[src/rtl/id_ex_fwd_stage.sv]
// ID/EX pipeline register with operand-forward select generation and
// load-use hazard detection.
// Optional feature macro: HAZARD_CNT_EN adds a saturating load-use bubble
// counter (load_use_cnt_o). The default build omits it.
module id_ex_fwd_stage #(
    parameter int DATA_W = 32,
    parameter int REG_AW = 5
) (
    input  logic              clk_i,
    input  logic              rst_n,
    input  logic              stall_i,
    input  logic              flush_i,
    input  logic              id_valid_i,
    input  logic [REG_AW-1:0] id_rs1_i,
    input  logic [REG_AW-1:0] id_rs2_i,
    input  logic [REG_AW-1:0] id_rd_i,
    input  logic              id_use_rs1_i,
    input  logic              id_use_rs2_i,
    input  logic              id_regwrite_i,
    input  logic              id_memread_i,
    input  logic              id_alusrc_i,
    input  logic [DATA_W-1:0] id_rs1_data_i,
    input  logic [DATA_W-1:0] id_rs2_data_i,
    input  logic [DATA_W-1:0] id_imm_i,
    input  logic [REG_AW-1:0] mem_rd_i,
    input  logic              mem_regwrite_i,
    input  logic [REG_AW-1:0] wb_rd_i,
    input  logic              wb_regwrite_i,
    input  logic [DATA_W-1:0] wb_data_i,
    output logic              ex_valid_o,
    output logic              ex_regwrite_o,
    output logic              ex_memread_o,
    output logic              ex_alusrc_o,
    output logic [REG_AW-1:0] ex_rd_o,
    output logic [DATA_W-1:0] ex_rs1_data_o,
    output logic [DATA_W-1:0] ex_rs2_data_o,
    output logic [DATA_W-1:0] ex_imm_o,
    output logic [1:0]        fwdA_sel_o,
    output logic [1:0]        fwdB_sel_o,
    output logic              hazard_stall_o
`ifdef HAZARD_CNT_EN
    ,
    output logic [15:0]       load_use_cnt_o
`endif
);

    logic              ex_valid_q, ex_valid_d;
    logic              ex_regwrite_q, ex_regwrite_d;
    logic              ex_memread_q, ex_memread_d;
    logic              ex_alusrc_q, ex_alusrc_d;
    logic [REG_AW-1:0] ex_rd_q, ex_rd_d;
    logic [DATA_W-1:0] ex_rs1_data_q, ex_rs1_data_d;
    logic [DATA_W-1:0] ex_rs2_data_q, ex_rs2_data_d;
    logic [DATA_W-1:0] ex_imm_q, ex_imm_d;
    logic [1:0]        fwd_a_q, fwd_a_d;
    logic [1:0]        fwd_b_q, fwd_b_d;
    logic              load_use;

    // Select for one source operand: EX producer (result in MEM next cycle)
    // beats MEM producer (value in WB next cycle); x0 is never forwarded.
    function automatic logic [1:0] fwd_sel(input logic [REG_AW-1:0] rs,
                                           input logic              use_rs,
                                           input logic              ex_v,
                                           input logic              ex_rw,
                                           input logic [REG_AW-1:0] ex_rd,
                                           input logic              mem_rw,
                                           input logic [REG_AW-1:0] mem_rd);
        logic [1:0] sel;
        sel = 2'b00;
        if (use_rs) begin
            if (ex_v && ex_rw && (ex_rd != '0) && (ex_rd == rs))
                sel = 2'b10;
            else if (mem_rw && (mem_rd != '0) && (mem_rd == rs))
                sel = 2'b01;
        end
        return sel;
    endfunction

    // Load-use: instruction in ID reads the destination of a load now in EX.
    always_comb begin
        load_use = id_valid_i && ex_valid_q && ex_memread_q && (ex_rd_q != '0) &&
                   ((id_use_rs1_i && (id_rs1_i == ex_rd_q)) ||
                    (id_use_rs2_i && (id_rs2_i == ex_rd_q)));
        hazard_stall_o = load_use && !flush_i && !stall_i;
    end

    // Next-state: stall holds, flush/bubble clears controls, else normal load.
    always_comb begin
        ex_valid_d    = ex_valid_q;
        ex_regwrite_d = ex_regwrite_q;
        ex_memread_d  = ex_memread_q;
        ex_alusrc_d   = ex_alusrc_q;
        ex_rd_d       = ex_rd_q;
        ex_rs1_data_d = ex_rs1_data_q;
        ex_rs2_data_d = ex_rs2_data_q;
        ex_imm_d      = ex_imm_q;
        fwd_a_d       = fwd_a_q;
        fwd_b_d       = fwd_b_q;
        if (!stall_i) begin
            // Data always loads; it is ignored behind a bubble. A same-cycle
            // WB write bypasses the stale register file read.
            ex_rs1_data_d = (wb_regwrite_i && (wb_rd_i != '0) && (wb_rd_i == id_rs1_i))
                            ? wb_data_i : id_rs1_data_i;
            ex_rs2_data_d = (wb_regwrite_i && (wb_rd_i != '0) && (wb_rd_i == id_rs2_i))
                            ? wb_data_i : id_rs2_data_i;
            ex_imm_d      = id_imm_i;
            if (flush_i || load_use) begin
                ex_valid_d    = 1'b0;
                ex_regwrite_d = 1'b0;
                ex_memread_d  = 1'b0;
                ex_alusrc_d   = 1'b0;
                ex_rd_d       = '0;
                fwd_a_d       = 2'b00;
                fwd_b_d       = 2'b00;
            end else begin
                ex_valid_d    = id_valid_i;
                ex_regwrite_d = id_regwrite_i;
                ex_memread_d  = id_memread_i;
                ex_alusrc_d   = id_alusrc_i;
                ex_rd_d       = id_rd_i;
                fwd_a_d       = fwd_sel(id_rs1_i, id_use_rs1_i, ex_valid_q, ex_regwrite_q,
                                        ex_rd_q, mem_regwrite_i, mem_rd_i);
                fwd_b_d       = id_alusrc_i ? 2'b11
                              : fwd_sel(id_rs2_i, id_use_rs2_i, ex_valid_q, ex_regwrite_q,
                                        ex_rd_q, mem_regwrite_i, mem_rd_i);
            end
        end
    end

    // Pipeline register bank.
    always_ff @(posedge clk_i or negedge rst_n) begin
        if (!rst_n) begin
            ex_valid_q    <= 1'b0;
            ex_regwrite_q <= 1'b0;
            ex_memread_q  <= 1'b0;
            ex_alusrc_q   <= 1'b0;
            ex_rd_q       <= '0;
            ex_rs1_data_q <= '0;
            ex_rs2_data_q <= '0;
            ex_imm_q      <= '0;
            fwd_a_q       <= 2'b00;
            fwd_b_q       <= 2'b00;
        end else begin
            ex_valid_q    <= ex_valid_d;
            ex_regwrite_q <= ex_regwrite_d;
            ex_memread_q  <= ex_memread_d;
            ex_alusrc_q   <= ex_alusrc_d;
            ex_rd_q       <= ex_rd_d;
            ex_rs1_data_q <= ex_rs1_data_d;
            ex_rs2_data_q <= ex_rs2_data_d;
            ex_imm_q      <= ex_imm_d;
            fwd_a_q       <= fwd_a_d;
            fwd_b_q       <= fwd_b_d;
        end
    end

`ifdef HAZARD_CNT_EN
    logic [15:0] load_use_cnt_q, load_use_cnt_d;

    // Count bubbles inserted for load-use, saturating at all ones.
    always_comb begin
        load_use_cnt_d = load_use_cnt_q;
        if (hazard_stall_o && (load_use_cnt_q != 16'hFFFF))
            load_use_cnt_d = load_use_cnt_q + 16'd1;
    end

    // Bubble counter register.
    always_ff @(posedge clk_i or negedge rst_n) begin
        if (!rst_n) load_use_cnt_q <= '0;
        else        load_use_cnt_q <= load_use_cnt_d;
    end

    assign load_use_cnt_o = load_use_cnt_q;
`endif

    assign ex_valid_o    = ex_valid_q;
    assign ex_regwrite_o = ex_regwrite_q;
    assign ex_memread_o  = ex_memread_q;
    assign ex_alusrc_o   = ex_alusrc_q;
    assign ex_rd_o       = ex_rd_q;
    assign ex_rs1_data_o = ex_rs1_data_q;
    assign ex_rs2_data_o = ex_rs2_data_q;
    assign ex_imm_o      = ex_imm_q;
    assign fwdA_sel_o    = fwd_a_q;
    assign fwdB_sel_o    = fwd_b_q;

endmodule
[config.mk]
export PLATFORM = sky130hd
export DESIGN_NAME = id_ex_fwd_stage
export DESIGN_NICKNAME = d
export VERILOG_FILES = /design/src/rtl/id_ex_fwd_stage.sv
export SDC_FILE = /design/constraint.sdc
export NUM_CORES = 1
export LEC_CHECK = 0
export BUFFER_PORTS_ARGS = -buffer_cell sky130_fd_sc_hd__buf_4
export CORE_MARGIN = 2
export CORE_UTILIZATION = 40
export DETAILED_ROUTE_END_ITERATION = 7
export GPL_TIMING_DRIVEN = 0
export PLACE_DENSITY = 0.73
export REMOVE_ABC_BUFFERS = 1
export SLEW_MARGIN = 10
export SYNTH_ARGS = -nofsm -noshare
export SYNTH_HDL_FRONTEND = slang
export SYNTH_SLANG_ARGS = --single-unit
export TNS_END_PERCENT = 100
[constraint.sdc]
create_clock -name clk_i -period 2.85 [get_ports clk_i]
set_input_delay 0.285 -clock clk_i [delete_from_list [all_inputs] [get_ports clk_i]]
set_output_delay 0.285 -clock clk_i [all_outputs]
set_load 0.03 [all_outputs]
# --- Yosys cells after proc, flatten, opt, wreduce, memory -nomap -nowiden ---
# Index checks and enable logic that the tools add are counted.
totals:
  ramBits: 0
  elab_cells: 59
  mem_bits_ro: 0
  register_bits: 109
  out_inout_bits: 110
  input_bits: 165
  latch_bits: 0
  mem_count: 0
classes:
  n_bitwise: 0
  div_mod_pow: 0
  mux: 16
  multipliers: 0
  reduce_logical: 25
  shift: 0
  n_addsub: 0
  magnitude_cmp: 0
  eq_ne: 8
ops:
  columns: ["operator", "count"]
  rows:
  - ["two-way mux 32 bit", 2]
  - ["equality test 5 bit", 8]
  - ["logical AND 1 bit", 18]
  - ["nonzero test 5 bit", 3]
  - ["two-way mux 2 bit", 7]
  - ["two-way mux 1 bit", 6]
  - ["two-way mux 5 bit", 1]
  - ["zero test 1 bit", 2]
  - ["logical OR 1 bit", 2]

# --- Depth between registers and ports, before layout ---
# Gate-level depths: netlist of run 1.
depth:
  depth_word: 8
  depth_mapped: 6

# --- Worst setup path before layout of run 1 ---
# No wires, ideal clock.
synth_path:
  kind: "register to output"
  startpoint: "register ex_rd_q[2] (netlist: ex_rd_o[2])"
  endpoint: "output port hazard_stall_o"
  arrival_time_ns: 1.999
  setup_slack_ns: 0.566
  required_time_ns: 2.565
  path_stages_with_launch: 7
  cell_sequence: "dfrtp_1 xor2_1 nor3_1 nand4_1 a21oi_2 buf_4 nor2b_1"
synth_via:
  elab_chain_len: 6
  elab_cells_between_ends: 10
  classes_between: "2 x eq/ne; 8 x reduce/logical"
synth_rtl:
  columns: ["element", "line", "rtl"]
  rows:
  - ["start: declaration", "51", "logic [REG_AW-1:0] ex_rd_q, ex_rd_d;"]
  - ["start signal: assignment", "148", "ex_rd_q <= ex_rd_d;"]
  - ["equality test 5 bit (on tied branches)", "82, 83", null]
  - ["logical AND 1 bit (on tied branches)", "82, 83", null]
  - ["logical OR 1 bit", "82", "((id_use_rs1_i && (id_rs1_i == ex_rd_q)) ||"]
  - ["logical AND 1 bit (*)", "81", "load_use = id_valid_i && ex_valid_q && ex_memread_q && (ex_rd_q != '0) &&"]
  - ["logical AND 1 bit (*) (2 in series)", "84", "hazard_stall_o = load_use && !flush_i && !stall_i;"]
  - ["end: declaration", "40", "output logic hazard_stall_o"]
# Mark *: on every way between the ends. The rest lies on a longest branch, timed or not.

# --- Worst setup path after layout of run 1 ---
# Ends and elaborated chain as after synthesis.

==> qor.csv, run 1 <==
metric,value,unit
status,finished clean,
Peak VDD IR,0.315,mV
layout cells sized above 1,47.2,%
M1 GR Usage,23.4,%
CTS root buffer,clkbuf_16,
CTS buffer count,9,
DR DRC count,0,
Yosys top cell area share,52.8,%
Hold Crit Class,primary input to asynchronous set/reset pin,
H-tree depth,3,
"FFs w/ async S/R, synth",100,%
number of flops mapped to enable cells by yosys,0,
vias in the first global route,4678,
Vert. Die Dim,118,um
Cell Count Post-Placement,881,
Area Overhead vs Synth,48.8,%
Final Skew,0.00164,ns
drt total wl,14700,um
Static Leak,3.55,nW
total core area,12600,um2
CP Launch Type,register,
"Seq/Total Area, Yosys",52.8,%
wire per inst,16.4,um
Crit Path Category,register to output pin,
CTS max path bufs,2,
fin. max-slew vios,0,
Synth Instances,456,
Routed Antenna Nets,0,
DR pass1 iterations,4,
worst rel slew slack,35.0,%
Initial Util,40.9,%
Vias,4382,
Worst path max stage delay,0.51,ns
initial antenna violation count,0,
I/O Buffers,274,
Most Crowded Layer GR,met2,
Final HPWL DP,11200,um
Total Nets Final,885,
largest cells by area after synthesis,"dfrtp_1, mux2i_1, mux2_2",
grt ovf,0,
Post-Place Worst Slack,0.398,ns
cell area after layout,7680,um2
Mapped Avg Cell Area,11.3,um2
first-pass GRT wire length,23600,um
Routability Congestion,0.854,
"Data arrival, critical path",2.33,ns
clk_lat worst skew,0.35,ns
number of DRC markers in iteration 0,179,
clk sinks,109,
Rows,41,
Synth cell types,31,
main flop type after synthesis,dfrtp_1,
full die area,13800,um2
Clock transition at path regs,0.07,ns
CP endpoint kind,output pin,
I/O Pins,275,
Placed Area,7390,um2
"count leader, synth",dfrtp_1,
setup_tns,0,ns
crit-path cells,xor2_1 > nor3_1 > nand4_1 > a21oi_4 > nor2b_1 > buf_4,
Util after Layout,60.9,%
Mapped Area,5160,um2
max_cap viols,0,
n_diodes,0,
Total GRT Usage,21.4,%
final setup fails,0,
minimum clock period,2.61,ns
period utilisation layout,91.7,%
most frequent cells after synthesis,"dfrtp_1, nand2_1, mux2i_1",
pwr/cell area,533,nW/um2
Die Wd,118,um
Slew @ Worst Pin,0.975,ns
Yosys top cell by area,dfrtp_1,
largest net degree at the start of global routing,110,
routing usage on met2,39.3,%
RSZ-0062 raised after global routing,false,
CP max-delay cell,a21oi_4,
Worst Path Required,2.57,ns
GR met3 Demand/Resource,5.77,%
Fmax,383,MHz
PnR worst setup slack,0.237,ns
DR vias/cell,4.90,
Seq cells post-synth,109,
final hold violations,0,
Final Non-Filler Cells,895,
Yosys warnings,0,
TritonCTS clock tree,built,
"Max FO, Critical Path",14,
==> power breakdown <==
| group | internal [mW] | switching [mW] | total [mW] |
|---|---|---|---|
| registers | 1.69 | 0.0871 | 1.78 |
| logic | 0.472 | 0.601 | 1.07 |
| clock network | 0.696 | 0.546 | 1.24 |
==> stage by stage <==
step	hold slack [ns]	total power, mW
after floorplan	-0.0106	2.31
after CTS	0.114	4.13
after global placement	0.468	2.85
after global routing	0.155	4.28
after detailed placement	0.476	2.89
final	0.0718	4.09
==> critical path, delay by kind of cell, from the launching register on <==
family / cells / cell delay (ns)
simple gates: 3 / 0.69
compound gates: 1 / 0.51
flops: 1 / 0.44
xor+xnor: 1 / 0.16
buf+inv: 1 / 0.17
==> registers in the layout, indices dropped and copies added (netlist names) <==
register / flops
ex_imm_o: 32
ex_rs1_data_o: 32
ex_rs2_data_o: 32
ex_rd_o: 5
fwdA_sel_o: 2
fwdB_sel_o: 2
ex_alusrc_o: 1
ex_memread_o: 1
ex_regwrite_o: 1
ex_valid_o: 1
==> cell families after synthesis <==
group                  share of synthesized area [%]
multiplexers                                    19.4
buffers and inverters                           3.78
AND/OR/NAND/NOR                                 8.68
XOR/XNOR                                        5.09
flip-flops                                      52.8
AO/OA/AOI/OAI                                   10.2
==> repair_timing <==
action	CTS	global route
setup endpoints to repair	0	1
setup buffers	0	0
hold buffers	0	0
gates resized for setup	0	1
==> cell type report <==
| class | count | area [um2] |
|---|---|---|
| clock inverters | 2 | 35.0 |
| inverters | 11 | 41.3 |
| well taps | 172 | 215 |
| repair buffers | 281 | 2170 |
| flip-flops and latches | 109 | 2730 |
| fillers | 1067 | 4940 |
| multi-input cells | 308 | 2250 |
| clock buffers | 12 | 246 |
==> cell usage in the layout, fill, tap and decap left out <==
master,count
buf_16,1
a21oi_4,1
mux2i_1,64
dfrtp_1,109
nor3_1,2
o21a_1,1
o2111ai_1,1
nor4_1,1
nand3_1,4
nor2b_1,1
buf_8,3
xnor2_1,18
xor2_1,12
bufinv_16,1
or2_2,2
o31ai_1,4
mux2_2,32
buf_6,5
a41oi_1,1
o211a_1,1
o21ai_1,60
nor2_1,1
buf_4,272
clkbuf_16,9
nand4_1,5
o21ai_0,5
inv_1,11
clkbuf_8,1
or4_1,2
o21ai_4,1
o31ai_2,9
nand2_1,77
clkbuf_1,2
clkinv_2,1
or4_4,1
nor4_4,2
==> routing by layer <==
layer	part of all wire [%]	up-vias
li1	-	2101
met1	39	2097
met2	53	163
met3	6.7	21
met4	2.1	0
met5	0	-
==> worst paths after layout <==
path / startpoint / end / slack, ns / depth (start not counted)
worst min-delay path: rst_n / ex_imm_o[25] / 0.07 / 1
worst max register to register: ex_rd_o[1] / fwdA_sel_o[0] / 0.94 / 4
max in group asynchronous: rst_n / ex_rs2_data_o[17] / 2.12 / 1
worst min register to register: fwdB_sel_o[0] / fwdB_sel_o[0] / 0.49 / 2
min in group clk_i: id_imm_i[26] / ex_imm_o[26] / 0.16 / 2
worst max-delay path: ex_rd_o[2] / hazard_stall_o / 0.24 / 6
(Power assumes the default switching activity.)
==> run 2, diff against run 1 <==
Settings changed: CORE_UTILIZATION 40 to 30, PLACE_DENSITY 0.73 to unset.
==> qor.csv, run 2 (synthesis results as in run 1) <==
metric,value,unit
status,finished clean,
Worst R2R End,fwdB_sel_o[0],
Routed Antenna Nets,0,
Total GRT Usage,15.8,%
DR DRC count,0,
worst r2r src,ex_rd_o[2],
clock share of power,29.7,%
DR pass1 iterations,4,
n_diodes,0,
WHS,0.0767,ns
Die Wd,135,um
CP max-delay cell,a21oi_4,
Hold Crit Class,primary input to asynchronous set/reset pin,
Register-to-Register Setup Slack,1.00,ns
combinational share of power,26.4,%
final hold violations,0,
Area Overhead vs Synth,49.8,%
clk_lat worst skew,0.34,ns
CTS root buffer,clkbuf_16,
crit path launch,ex_rd_o[3],
fin. max-slew vios,0,
TritonCTS clock tree,built,
sequential power share,43.9,%
Total Nets Final,885,
Worst Path Required,2.57,ns
drt total wl,14800,um
RSZ-0062 raised after global routing,false,
total core area,16700,um2
Top delay family on crit path,simple AND/OR/NAND/NOR gates,
number of DRC markers in iteration 0,150,
CP Launch Type,register,
vias in the first global route,4507,
"Data arrival, critical path",2.28,ns
Clock transition at path regs,0.08,ns
"commonest non-fill, non-tap cell in the layout",buf_4,
Post-Place Worst Slack,0.440,ns
Rows,47,
clk sinks,109,
minimum clock period,2.57,ns
I/O Pins,275,
Crit Path Category,register to output pin,
DR vias/cell,4.60,
Vias,4351,
first-pass GRT wire length,22800,um
setup_tns,0,ns
Cell Count Post-Placement,929,
Psw,1.28,mW
period utilisation layout,90.1,%
pwr/cell area,524,nW/um2
Routability Congestion,0.824,
CTS max path bufs,2,
crit-path cells,xor2_1 > nor3_1 > nand4_1 > a21oi_4 > nor2b_1 > buf_4,
Static Leak,3.55,nW
cell area after layout,7730,um2
wire per inst,15.6,um
cts hold-fix bufs,0,
Worst path max stage delay,0.49,ns
Slew @ Worst Pin,0.988,ns
Final Non-Filler Cells,945,
"Max FO, Critical Path",14,
grt ovf,0,
Vert. Die Dim,135,um
P_int,2.77,mW
final setup fails,0,
Initial Util,30.9,%
max_cap viols,0,
H-tree depth,3,
Final Skew,0.00514,ns
"Buf+Inv Stages, Crit Path",1,
Sw Share,31.7,%
CP endpoint kind,output pin,
I/O Buffers,274,
# fillers,1589,
Fmax,389,MHz
largest net degree at the start of global routing,110,
PnR worst setup slack,0.282,ns
layout cells sized above 1,47.6,%
"commonest cells after routing, fill and taps aside","buf_4, dfrtp_1, nand2_1, mux2i_1, o21ai_1",
Final HPWL DP,11300,um
initial antenna violation count,0,
CTS buffer count,9,
Placed Area,7440,um2
R2R depth,4,
Peak VDD IR,0.287,mV
worst rel slew slack,34.1,%
full die area,18300,um2
==> run 2: cell count changes in the layout (fill, tap and decap cells not counted) <==
cell        change
clkinv_2        +1
clkbuf_8        -1
inv_8           +1
clkbuf_1        -2
bufinv_16       -1
buf_6           +3
clkinvlp_4      +1
inv_6           +3
buf_8           -3
==> run 2: per-stage QoR <==
step / power [mW] / util (%)
2_1_floorplan: 2.31 / -
3_3_place_gp: 2.86 / 44.0
3_5_place_dp: 2.89 / 44.6
4_1_cts: 4.12 / 46.2
5_1_grt: 4.27 / 46.3
6_report: 4.05 / 46.3
==> run 2: timing repair <==
item                                    in CTS  in global routing
setup buffers                                0                  0
resized for setup                            0                  1
endpoints found under the setup margin       0                  1
==> run 2: worst max-delay path by stage <==
stage,slack [ns],cells after the start,to
after detailed placement,0.44,6,hazard_stall_o
after global routing,0.04,6,hazard_stall_o
after global placement,-0.83,6,ex_rs1_data_o[19]
after CTS,0.03,6,hazard_stall_o
after floorplan,0.24,5,ex_rs1_data_o[0]
final,0.28,6,hazard_stall_o
==> run 2: final cells by class <==
type	instances	area [um2]	area share, %
repair buffers	281	2160	27.9
inverters	11	41.3	0.534
well taps	220	275	3.56
flip-flops and latches	109	2730	35.3
multi-input cells	308	2250	29.1
clock inverters	7	55.1	0.712
clock buffers	9	225	2.91
==> run 2: per-layer routing <==
| metal | up-vias | GRT usage, % | share of wire (%) |
|---|---|---|---|
| met4 | 0 | 5.84 | 1.8 |
| met1 | 2038 | 18.5 | 40 |
| met2 | 182 | 27.8 | 49 |
| met5 | - | 0 | 0 |
| li1 | 2111 | - | - |
| met3 | 20 | 4.26 | 8.6 |
==> run 2: power by group through the flow <==
| stage | clock network (mW) | logic (mW) | registers [mW] |
|---|---|---|---|
| global placement | 0 | 1.06 | 1.80 |
| global route | 1.33 | 1.14 | 1.79 |
| floorplan | 0 | 0.226 | 2.09 |
| CTS | 1.26 | 1.08 | 1.78 |
| finish | 1.20 | 1.07 | 1.78 |
| detailed placement | 0 | 1.08 | 1.80 |
